===== src/rtl/uart_rx.sv =====
// 8N1 UART receiver with internal oversample tick generation.
// Emits one-cycle strobes for a correctly framed byte or a frame error.
`timescale 1ns / 1ps

module uart_rx #(
    parameter int unsigned ClockRate  = 10000000,
    parameter int unsigned BaudRate   = 9600,
    parameter int unsigned Oversample = 8
) (
    input  logic       Clock,
    input  logic       Reset,
    input  logic       Rx,
    output logic [7:0] RxData,
    output logic       RxValid,
    output logic       FrameError,
    output logic       Busy
);

    localparam int unsigned TickDiv = ClockRate / (BaudRate * Oversample);
    localparam int unsigned DivW    = (TickDiv > 1) ? $clog2(TickDiv) : 1;
    localparam int unsigned CntW    = $clog2(Oversample) + 1;

    localparam logic [DivW-1:0] DivLast  = DivW'(TickDiv - 1);
    localparam logic [CntW-1:0] HalfLast = CntW'(Oversample / 2 - 1);
    localparam logic [CntW-1:0] BitLast  = CntW'(Oversample - 1);

    typedef enum logic [2:0] {
        S_IDLE,
        S_START,
        S_DATA,
        S_STOP,
        S_BREAK
    } state_t;

    state_t          state;
    logic            rx_meta;
    logic            rx_s;
    logic [DivW-1:0] div_cnt;
    logic            tick;
    logic [CntW-1:0] tick_cnt;
    logic [2:0]      bit_idx;
    logic [7:0]      shift_reg;

    // Preset to idle-high so reset never looks like a start edge.
    always_ff @(posedge Clock) begin
        if (Reset) begin
            rx_meta <= 1'b1;
            rx_s    <= 1'b1;
        end else begin
            rx_meta <= Rx;
            rx_s    <= rx_meta;
        end
    end

    assign tick = (div_cnt == DivLast);

    // Restarted on the detected start edge so samples land mid-bit.
    always_ff @(posedge Clock) begin
        if (Reset) begin
            div_cnt <= '0;
        end else if ((state == S_IDLE && !rx_s) || tick) begin
            div_cnt <= '0;
        end else begin
            div_cnt <= div_cnt + 1'b1;
        end
    end

    always_ff @(posedge Clock) begin
        if (Reset) begin
            state      <= S_IDLE;
            tick_cnt   <= '0;
            bit_idx    <= '0;
            shift_reg  <= '0;
            RxData     <= '0;
            RxValid    <= 1'b0;
            FrameError <= 1'b0;
        end else begin
            RxValid    <= 1'b0;
            FrameError <= 1'b0;
            unique case (state)
                S_IDLE: begin
                    if (!rx_s) begin
                        state    <= S_START;
                        tick_cnt <= '0;
                    end
                end
                S_START: begin
                    if (tick) begin
                        if (tick_cnt == HalfLast) begin
                            tick_cnt <= '0;
                            bit_idx  <= '0;
                            state    <= rx_s ? S_IDLE : S_DATA;
                        end else begin
                            tick_cnt <= tick_cnt + 1'b1;
                        end
                    end
                end
                S_DATA: begin
                    if (tick) begin
                        if (tick_cnt == BitLast) begin
                            tick_cnt           <= '0;
                            shift_reg[bit_idx] <= rx_s;
                            bit_idx            <= bit_idx + 1'b1;
                            if (bit_idx == 3'd7) begin
                                state <= S_STOP;
                            end
                        end else begin
                            tick_cnt <= tick_cnt + 1'b1;
                        end
                    end
                end
                S_STOP: begin
                    if (tick) begin
                        if (tick_cnt == BitLast) begin
                            tick_cnt <= '0;
                            if (rx_s) begin
                                RxData  <= shift_reg;
                                RxValid <= 1'b1;
                                state   <= S_IDLE;
                            end else begin
                                FrameError <= 1'b1;
                                state      <= S_BREAK;
                            end
                        end else begin
                            tick_cnt <= tick_cnt + 1'b1;
                        end
                    end
                end
                S_BREAK: begin
                    if (rx_s) begin
                        state <= S_IDLE;
                    end
                end
                default: state <= S_IDLE;
            endcase
        end
    end

    assign Busy = (state != S_IDLE);

endmodule


===== config.mk =====
export PLATFORM = sky130hd
export DESIGN_NAME = uart_rx
export DESIGN_NICKNAME = d
export VERILOG_FILES = /design/src/rtl/uart_rx.sv
export SDC_FILE = /design/constraint.sdc
export NUM_CORES = 1
export LEC_CHECK = 0
export BUFFER_PORTS_ARGS = -buffer_cell sky130_fd_sc_hd__buf_2
export CORE_MARGIN = 8
export CORE_UTILIZATION = 30
export DETAILED_ROUTE_END_ITERATION = 7
export GPL_TIMING_DRIVEN = 0
export HOLD_SLACK_MARGIN = 0.05
export SLEW_MARGIN = 25
export SYNTH_ARGS = -nofsm -noshare
export SYNTH_HDL_FRONTEND = slang
export SYNTH_SLANG_ARGS = --single-unit

===== constraint.sdc =====
create_clock -name Clock -period 1.98 [get_ports Clock]
set_clock_uncertainty 0.2 [all_clocks]
set_input_delay 0 -clock Clock [delete_from_list [all_inputs] [get_ports Clock]]
set_output_delay 0 -clock Clock [all_outputs]
set_load 0.005 [all_outputs]

==> results.md <==
- Vias in the first global route: 1498
- Fillers: approximately 590
- Synth cell types: 39
- CTS Buf Count: 5
- Peak Freq: between 500 and 600 MHz
- Critical path arrival: 1.95 ns
- Fin crit share: 99.1%
- CP Cell Sequence: or3_4 -> buf_6 -> o31a_1 -> or3_1 -> a31o_1
- CP max-delay cell: or3_4
- Main synth FF type: dfxtp_1
- Slew @ Worst Pin: 0.618 ns
- Clock sinks: 38
- Number of synthesized flops with an enable pin: 0
- Layout cell share with drive strength beyond 1: 22.8%
- Syn. warnings: 0
- Hold Vio Cnt, Final: 0
- CTS tree: done
- Starting density of the core: 30.3%
- Routed WL per cell: roughly 13 µm
- Startpoint types: flop
- Leak pwr: about 0.88 nW
- Initial antenna violation count: 0
- Final nets: between 200 and 250
- Vias per cell: slightly above 5
- CTS Buffer Depth: 2
- Routability cong.: about 0.84
- DRC Markers: 0
- MaxCap Viol Count: 0
- Layout area overhead: 28.3%
- Final setup viols: 0
- Max VDD drop: a little over 0.3 mV
- Post-Syn Instances: 204
- Die X-Extent: 92.4 µm
- Post-Syn Area: 1750 µm²
- Final Total Pwr: 1.53 mW
- Detailed Place HPWL: 2720 µm
- PwrDens: ~680 nW/µm²
- Port Buf Inserts: 13
- Max incr delay on CP: approximately 0.38 ns
- Top post-synthesis cells by area: dfxtp_1 43%, nand3_1 5.7%, o21ai_0 5.1%
- First-pass GRT wire length: 6930 µm
- WP data required: between 1.5 and 2 ns
- Grt total ovfl: 0
- Skew-Pair Late Insertion Delay: ~0.29 ns
- Crit path kind: reg -> reg
- Sequential-to-total area share from yosys stat: between 40% and 50%
- Diode count: 0
- Total die area: 8530 µm²
- Crit end category: flop
- FFs w/ async S/R, synth: 0%
- Via count: approximately 1600
- RSZ-0062 raised after global routing: true
- Clock root cell: clkbuf_8
- Total iterations of the first detailed-routing run: 4
- Net count after synthesis: about 210
- Worst hold path type: in -> reg
- WL final: 4180 µm
- Gr usage total: under 10%
- Row Count: 28
- H-tree levels: 2
- Synth Register Bits: 38
- Largest net degree at the start of global routing: 13
- # IOs: 14
- Cell taking the most area after synthesis: dfxtp_1
- Synth top area share: roughly 43%
- Fin crit period: 1.96 ns
- Pins Over Slew Limit: 0
- Worst rel slew slack: between 50% and 60%
- Final Util: ~39%
- Status: finished, final reports clean
- CP top delay family: simple AND/OR/NAND/NOR gates
- Core ar.: between 5000 and 6000 µm²
- Initial drt markers: approximately 110
- Crit-path max FO: 6
- Final antenna-violating net count: 0
- Worst-path clk slew: approximately 0.070 ns
- CP bufs+invs: 1
- Chip height: approximately 92 µm
- Syn_area_per_cell: 8.58 µm²
-- synth_stat cells, types with 3 or more instances --
library cell and n:
dfxtp_1 38, nand3_1 20, o21ai_0 18, nand2_1 15
nor2_1 14, a21oi_1 13, mux2i_1 8, nor3_1 8
clkbuf_1 7, or3_1 6, ha_1 5, nand4_1 5
xor2_1 5, inv_1 4, and3b_1 3, nor2b_1 3
nor3b_1 3, nor4_1 3
-- path summary, 6_finish.rpt --
path / startpoint / endpoint / slack, ns / cells past startpoint
hold reg to reg: rx_meta / rx_s / 0.22 / 1
hold / removal: Rx / rx_meta / 0.22 / 3
setup reg to reg: div_cnt[4] / tick_cnt[2] / 0.02 / 5
setup / recovery: div_cnt[4] / tick_cnt[2] / 0.02 / 5
-- kinds of logic (layout without fill, tap and decap cells) --
family          count (synthesis)  in the layout  share of synthesized area, %
compound gates                 41             41                          13.4
xor+xnor                        7              7                          3.50
fa+ha+maj                       5              5                          3.57
buf+inv                        13             46                          2.86
flops                          38             38                          43.5
mux                             8              8                          4.57
simple gates                   92             92                          28.6
-- layout make-up --
| type | instances | area [µm²] | area share, % |
|---|---|---|---|
| multi-input cells | 153 | 1040 | 46.1 |
| flip-flops and latches | 38 | 769 | 34.3 |
| repair buffers | 27 | 175 | 7.80 |
| well taps | 75 | 93.8 | 4.18 |
| clock buffers | 6 | 82.6 | 3.68 |
| plain buffers | 8 | 43.8 | 1.95 |
| clock inverters | 1 | 30.0 | 1.34 |
| inverters | 4 | 15.0 | 0.669 |
-- placed cells by master, fill, tap and decap left out, types with 4 or more instances in the layout --
cell / netlist / layout
clkbuf_8: 0 / 6
buf_4: 0 / 12
or3_1: 6 / 5
clkbuf_1: 7 / 4
mux2i_1: 8 / 8
nand4_1: 5 / 5
xor2_1: 5 / 5
buf_2: 1 / 13
nor2_1: 14 / 14
nand2_1: 15 / 14
dfxtp_2: 0 / 4
dfxtp_1: 38 / 33
a21oi_1: 13 / 12
nor3_1: 8 / 7
o21ai_0: 18 / 18
nand3_1: 20 / 20
ha_1: 5 / 4
inv_1: 4 / 4
-- timing repair --
action,in CTS,in global routing
pin swaps,4,0
buffers inserted,6,6
setup endpoints to repair,19,18
gates resized for setup,16,13
hold buffers,2,0
hold endpoints to repair,3,0
-- per-layer routing --
metal	vias up	track usage, %	wire length, µm
li1	803	-	-
met3	9	2.02	142
met4	0	5.23	64
met2	47	15.1	1980
met1	744	12.5	1990
met5	-	0	0
-- stage by stage --
| stage | hold slack, ns | worst slack (ns) | TNS (ns) | cell area (µm²) | instances |
|---|---|---|---|---|---|
| after global placement | -0.0165 | -0.248 | -3.09 | 1910 | 292 |
| after CTS | 0.215 | 0.0159 | 0 | 2150 | 306 |
| after detailed placement | -0.0123 | -0.346 | -3.69 | 1910 | 292 |
| after floorplan | -0.0962 | 0.0175 | 0 | 1750 | 204 |
| after global routing | 0.227 | -0.0171 | -0.0207 | 2250 | 312 |
| final | 0.223 | 0.0180 | 0 | 2250 | 312 |
-- tightest hold or removal path, stage by stage --
cell and delay, ns:
dlygate4sd3_1 0.52, buf_2 0.09, or2_2 0.08
-- where the power goes --
group          total, mW  switching (mW)  internal [mW]
Clock              0.669           0.267          0.403
Combinational     0.0812          0.0466         0.0346
Sequential         0.784          0.0122          0.772
No activity file was read; power rests on OpenSTA's default activity.
